--- src/rtl/cflog_writer.sv ---
// ---------------------------------------------------------------------------
// cflog_writer
//
// Control-flow log writer. Each control-flow transfer reported on br_valid is
// captured and written into a LOG region of memory as one or two 16-bit words.
// When the region fills up, the block raises flush_req and waits for the TCB
// to consume the log (flush_done) before it accepts new transfers. Transfers
// that arrive while the block is busy or full are dropped and recorded in the
// sticky overflow flag.
//
// Build option:
//   CFLOG_SRC_EN  defined   -> each transfer writes src then dst (two words)
//                 undefined -> each transfer writes dst only (one word)
//
// Parameters:
//   LOG_MIN   byte base address of the LOG region
//   LOG_SIZE  LOG capacity in 2-byte words (even value)
//
// Ports:
//   clk         in   system clock, rising-edge
//   reset_n     in   synchronous active-low reset
//   br_valid    in   one-cycle pulse marking a control-flow transfer
//   br_src      in   [15:0] source PC of the transfer
//   br_dst      in   [15:0] destination PC of the transfer
//   log_wr      out  write request to LOG memory
//   log_addr    out  [15:0] byte address of the current write
//   log_data    out  [15:0] word to write
//   log_ack     in   memory accepts the write this cycle
//   log_ptr     out  [15:0] words written since last flush
//   flush_req   out  LOG full, request attestation/flush
//   flush_done  in   TCB finished consuming LOG
//   overflow    out  sticky: at least one transfer dropped
// ---------------------------------------------------------------------------
module cflog_writer #(
  parameter logic [15:0] LOG_MIN  = 16'h01b0,
  parameter logic [15:0] LOG_SIZE = 16'h0080
) (
  input  logic        clk,
  input  logic        reset_n,
  input  logic        br_valid,
  input  logic [15:0] br_src,
  input  logic [15:0] br_dst,
  output logic        log_wr,
  output logic [15:0] log_addr,
  output logic [15:0] log_data,
  input  logic        log_ack,
  output logic [15:0] log_ptr,
  output logic        flush_req,
  input  logic        flush_done,
  output logic        overflow
);

  typedef enum logic [1:0] {
    IDLE   = 2'd0,
    WR_SRC = 2'd1,
    WR_DST = 2'd2,
    FULL   = 2'd3
  } state_t;

  state_t      r_state;
  state_t      w_nextState;
  logic [15:0] r_src;
  logic [15:0] r_dst;
  logic [15:0] r_ptr;
  logic [15:0] w_nextPtr;
  logic [15:0] w_ptrInc;
  logic        r_overflow;
  logic        w_nextOverflow;
  logic        w_capture;

  // Next-state logic. A transfer is only accepted in IDLE; anything arriving
  // while a write is in flight or while the log is full is dropped and marks
  // overflow. In FULL a flush clears the flag, and the clear takes priority
  // over a transfer dropped in the same cycle. Because LOG_SIZE is even and
  // two-word transfers always start on an even pointer, the full check only
  // needs to happen after the dst word.
  always_comb begin
    w_nextState    = r_state;
    w_nextPtr      = r_ptr;
    w_nextOverflow = r_overflow;
    w_capture      = 1'b0;
    w_ptrInc       = r_ptr + 16'd1;
    case (r_state)
      IDLE: begin
        if (br_valid) begin
          w_capture = 1'b1;
`ifdef CFLOG_SRC_EN
          w_nextState = WR_SRC;
`else
          w_nextState = WR_DST;
`endif
        end
      end
      WR_SRC: begin
        if (br_valid) begin
          w_nextOverflow = 1'b1;
        end
        if (log_ack) begin
          w_nextPtr   = w_ptrInc;
          w_nextState = WR_DST;
        end
      end
      WR_DST: begin
        if (br_valid) begin
          w_nextOverflow = 1'b1;
        end
        if (log_ack) begin
          w_nextPtr   = w_ptrInc;
          w_nextState = (w_ptrInc == LOG_SIZE) ? FULL : IDLE;
        end
      end
      FULL: begin
        if (flush_done) begin
          w_nextPtr      = 16'd0;
          w_nextOverflow = 1'b0;
          w_nextState    = IDLE;
        end else if (br_valid) begin
          w_nextOverflow = 1'b1;
        end
      end
      default: begin
        w_nextState = IDLE;
      end
    endcase
  end

  // State and datapath registers. Reset abandons any write in flight: the
  // state returns to IDLE, so log_wr drops on the very next cycle.
  always_ff @(posedge clk) begin
    if (!reset_n) begin
      r_state    <= IDLE;
      r_ptr      <= 16'd0;
      r_overflow <= 1'b0;
      r_src      <= 16'd0;
      r_dst      <= 16'd0;
    end else begin
      r_state    <= w_nextState;
      r_ptr      <= w_nextPtr;
      r_overflow <= w_nextOverflow;
      if (w_capture) begin
        r_src <= br_src;
        r_dst <= br_dst;
      end
    end
  end

  // Outputs are decoded straight from registered state, so the write request
  // appears the cycle after capture and stays stable until acknowledged.
  // The address is the word pointer scaled to bytes, wrapping at 16 bits.
  assign log_wr    = (r_state == WR_SRC) || (r_state == WR_DST);
  assign log_addr  = LOG_MIN + {r_ptr[14:0], 1'b0};
  assign log_data  = (r_state == WR_SRC) ? r_src :
                     (r_state == WR_DST) ? r_dst : 16'd0;
  assign log_ptr   = r_ptr;
  assign flush_req = (r_state == FULL);
  assign overflow  = r_overflow;

endmodule

--- config.mk ---
export PLATFORM = sky130hd
export DESIGN_NAME = cflog_writer
export DESIGN_NICKNAME = d
export VERILOG_FILES = /design/src/rtl/cflog_writer.sv
export SDC_FILE = /design/constraint.sdc
export NUM_CORES = 1
export LEC_CHECK = 0
export BUFFER_PORTS_ARGS = -buffer_cell sky130_fd_sc_hd__buf_2
export CAP_MARGIN = 10
export CORE_AREA = 2 2 66 93
export DETAILED_ROUTE_END_ITERATION = 10
export DIE_AREA = 0 0 68 95
export GPL_TIMING_DRIVEN = 0
export PLACE_DENSITY = 0.82
export SKIP_CTS_REPAIR_TIMING = 1
export SYNTH_ARGS = -nofsm -noshare
export SYNTH_HDL_FRONTEND = slang
export SYNTH_SLANG_ARGS = --single-unit
export TNS_END_PERCENT = 1
--- constraint.sdc ---
create_clock -name clk -period 3.1 [get_ports clk]
set_input_delay 0.155 -clock clk [delete_from_list [all_inputs] [get_ports clk]]
set_output_delay 0.155 -clock clk [all_outputs]
set_load 0.02 [all_outputs]
==> flow_summary_export.csv <==
group,metric,value,unit
status,run_status,"finished, final reports clean",
route,met1Wirelength,2955,um
global_routing,grt_antenna_before_repair,0,
route,routed-wl-met2,4039,um
cts,cts.clk_slew.worst_paths,0.10,ns
route,routedWlPerCell,13.28,um
job,cap_violations,0,
timing,achievable-frequency,396.8,MHz
cts,clock_latency,0.31,ns
synthesis,synth_enable_flop_cells,0,
global_routing,grt.overflow.total,0,
layout,mostFrequentLayoutCell,"nand2_1",
pwr,cellPowerDensity,384.5,nW/um^2
pwr,leakagePower,1.608,nW
place,port_buffers,86,
synthesis,postSynth.asyncResetShare,0,
global_routing,grt_max_degree,17,
critical_path,critPathCaptureType,"flop",
layout,seqCellArea,1021,um^2
floorplan,die_boundary_width,68,um
floorplan,core_region_area,5698,um^2
cts,clockRootBuffer,"clkbuf_8",
route,met3RoutedLength,461,um
cts,cts_tree,"yes",
place,detailed_place_hpwl,5854,um
global_routing,grt_first_pass_wirelength,12340,um
cts,clock_sinks,51,
timing,slew_headroom,0.5255,
layout,multiInputGateArea,1778,um^2
floorplan,die_footprint,6460,um^2
synthesis,simple_gate_share_of_the_synthesized_area,0.2937,
synthesis,net_count_after_synthesis,457,
timing,slew_violations,0,
route,vias_per_cell,5.469,
floorplan,boundaryPins,88,
route,routed.top_layer,"met4",
floorplan,initial_cell_density_of_the_core,0.5316,
route,dr_total_vias,3150,
route,drt_drc_violations_left,0,
critical_path,crit_path_max_fanout,10,
route,routed_wl,7649,um
layout,area.growth.synth_to_final,20.82,%
route,drtPass1Iterations,5,
layout,layout.cells.most_common_list,"nand2_1, buf_2, dfxtp_1",
synthesis,synth.yosys.seq_area_share,0.3371,
timing,timing.setup.tns,0,ns
pwr,vdd.ir_drop.worst,0.3168,mV
layout,antenna-diode-count,0,
global_routing,grt_pass1_vias,2885,
cts,ctsLongestPathBuffers,2,
synthesis,post_synthesis_cell_area,3029,um^2
min_path,worst_hold_path_type,"primary input to flop",
critical_path,criticalPathCategory,"flop to flop",
floorplan,die-height,95,um
timing,worst_pin_slew,0.7091,ns
critical_path,worstPathRequired,3.33,ns
synthesis,synth_fa_ha_area_frac,0.03304,
synthesis,postSynthCellCount,412,
floorplan,rows,33,
timing,final-hold-violation-count,0,
layout,fillerInstances,521,
synthesis,synthXorXnorAreaFrac,0.03759,
synthesis,most_used_flip_flop_cell_after_synthesis,"dfxtp_1",
synthesis,synth.distinct_cells,52,
global_routing,grt_usage,0.2495,
synthesis,synth_top_family_by_area,"simple AND/OR/NAND/NOR gates",
synthesis,synth_seq_cells,51,
cts,cts_made_buffers,5,
critical_path,cp_data_arrival_time,2.75,ns
layout,final_layout_size_suffix_gt1_frac,0.2431,
place,gp_congestion,0.8861,
route,detailedRoute.firstIterationViolations,299,
timing,final_period_minus_worst_setup_slack,2.520,ns
synthesis,synth_compound_gate_area_share,0.2214,
timing,grt_setup_unrepaired,"no",
cts,cts_htree_levels,2,
timing,final-setup-viol-count,0,
timing,timing.final.crit_share,0.8130,
layout,final_net_count,550,
timing,worst_clock_skew,0.006964,ns
synthesis,synth.area.mux_share,0,
route,drtAntennaViolNets,0,
synthesis,post_synth.cell_area_avg,7.352,um^2
pwr,design_power_total,1.407,mW
critical_path,critical_path.startpoint_type,"flop",
synthesis,synth.yosys.warnings,0,
[final cells by class]
class                      count  area share
buffer                        37     0.05573
tap                           70     0.02393
clock buffer                   5     0.01880
clock inverter                 3     0.01197
sequential                    51      0.2790
multi-input combinational    317      0.4858
timing repair buffer          86      0.1176
inverter                       7    0.007179
[logic make-up after synthesis]
group,count (synthesis)
flip-flops,51
adder cells (fa/ha/maj),8
buffers and inverters,44
other,1
AND/OR/NAND/NOR,194
AO/OA/AOI/OAI,101
XOR/XNOR,13
[path summary, 6_finish.rpt]
path / slack [ns] / start / endpoint / cells past startpoint
worst max-delay path: 0.58 / log_ptr[4] / r_state[0] / 7
worst min-delay path: 0.08 / br_dst[9] / r_dst[9] / 3
worst max register to register: 0.58 / log_ptr[4] / r_state[0] / 7
worst min register to register: 0.47 / r_dst[15] / r_dst[15] / 2
[where the power goes]
group | internal, mW | switching, mW | total (mW)
logic | 0.0818 | 0.139 | 0.220
registers | 0.689 | 0.0216 | 0.710
clock network | 0.241 | 0.236 | 0.477
total | 1.01 | 0.396 | 1.41
[state kept, by name, indices dropped and copies added (netlist names)]
name      count
log_ptr      16
r_dst        16
r_src        16
r_state       2
overflow      1
[through the flow]
| step | hold slack, ns | utilization | cells | worst slack, ns | instance area [um^2] |
|---|---|---|---|---|---|
| 2_1_floorplan | 0.2999 | - | 412 | 0.7686 | 3029 |
| 3_3_place_gp | 0.4081 | 0.6225 | 568 | 0.7284 | 3547 |
| 3_5_place_dp | 0.4132 | 0.6225 | 568 | 0.6724 | 3547 |
| 4_1_cts | 0.07970 | 0.6423 | 576 | 0.6281 | 3660 |
| 5_1_grt | 0.08250 | 0.6423 | 576 | 0.4559 | 3660 |
| 6_report | 0.08081 | 0.6423 | 576 | 0.5797 | 3660 |
[critical path, cell delays in order, from the launching register on]
cell     delay, ns
dfxtp_1       0.54
ha_1          0.24
nand4_1       0.19
buf_6         0.22
nor4_2        0.28
xor2_1        0.15
or4b_1        0.54
o32ai_2       0.26
[cells in the mapped netlist (all sizes together), types with 2 or more instances]
cell type  instances  area share
nand2            118        0.15
dfxtp             51        0.34
o21ai             34       0.056
a21boi            33       0.082
clkbuf            22       0.031
nor2              17       0.021
a21oi             15       0.026
buf               15       0.037
nor3              11       0.020
nor2b              9       0.019
ha                 8       0.033
nand3              8       0.013
nand4              8       0.019
inv                7      0.0087
xor2               7       0.020
xnor2              6       0.017
and2               4      0.0083
nor4               4       0.010
and3               3      0.0062
and4               3      0.0091
o211a              3      0.0099
a211o              2      0.0062
a22oi              2      0.0050
o21a               2      0.0050
o221a              2      0.0074
or2                2      0.0041
or3                2      0.0045
[per-layer routing]
layer / vias to the layer above / track usage
met5: - / 0
met4: 0 / 0.1050
met3: 22 / 0.03456
met2: 142 / 0.4725
met1: 1412 / 0.2638
li1: 1574 / -
Note: power is estimated with default switching activity, not from simulation.
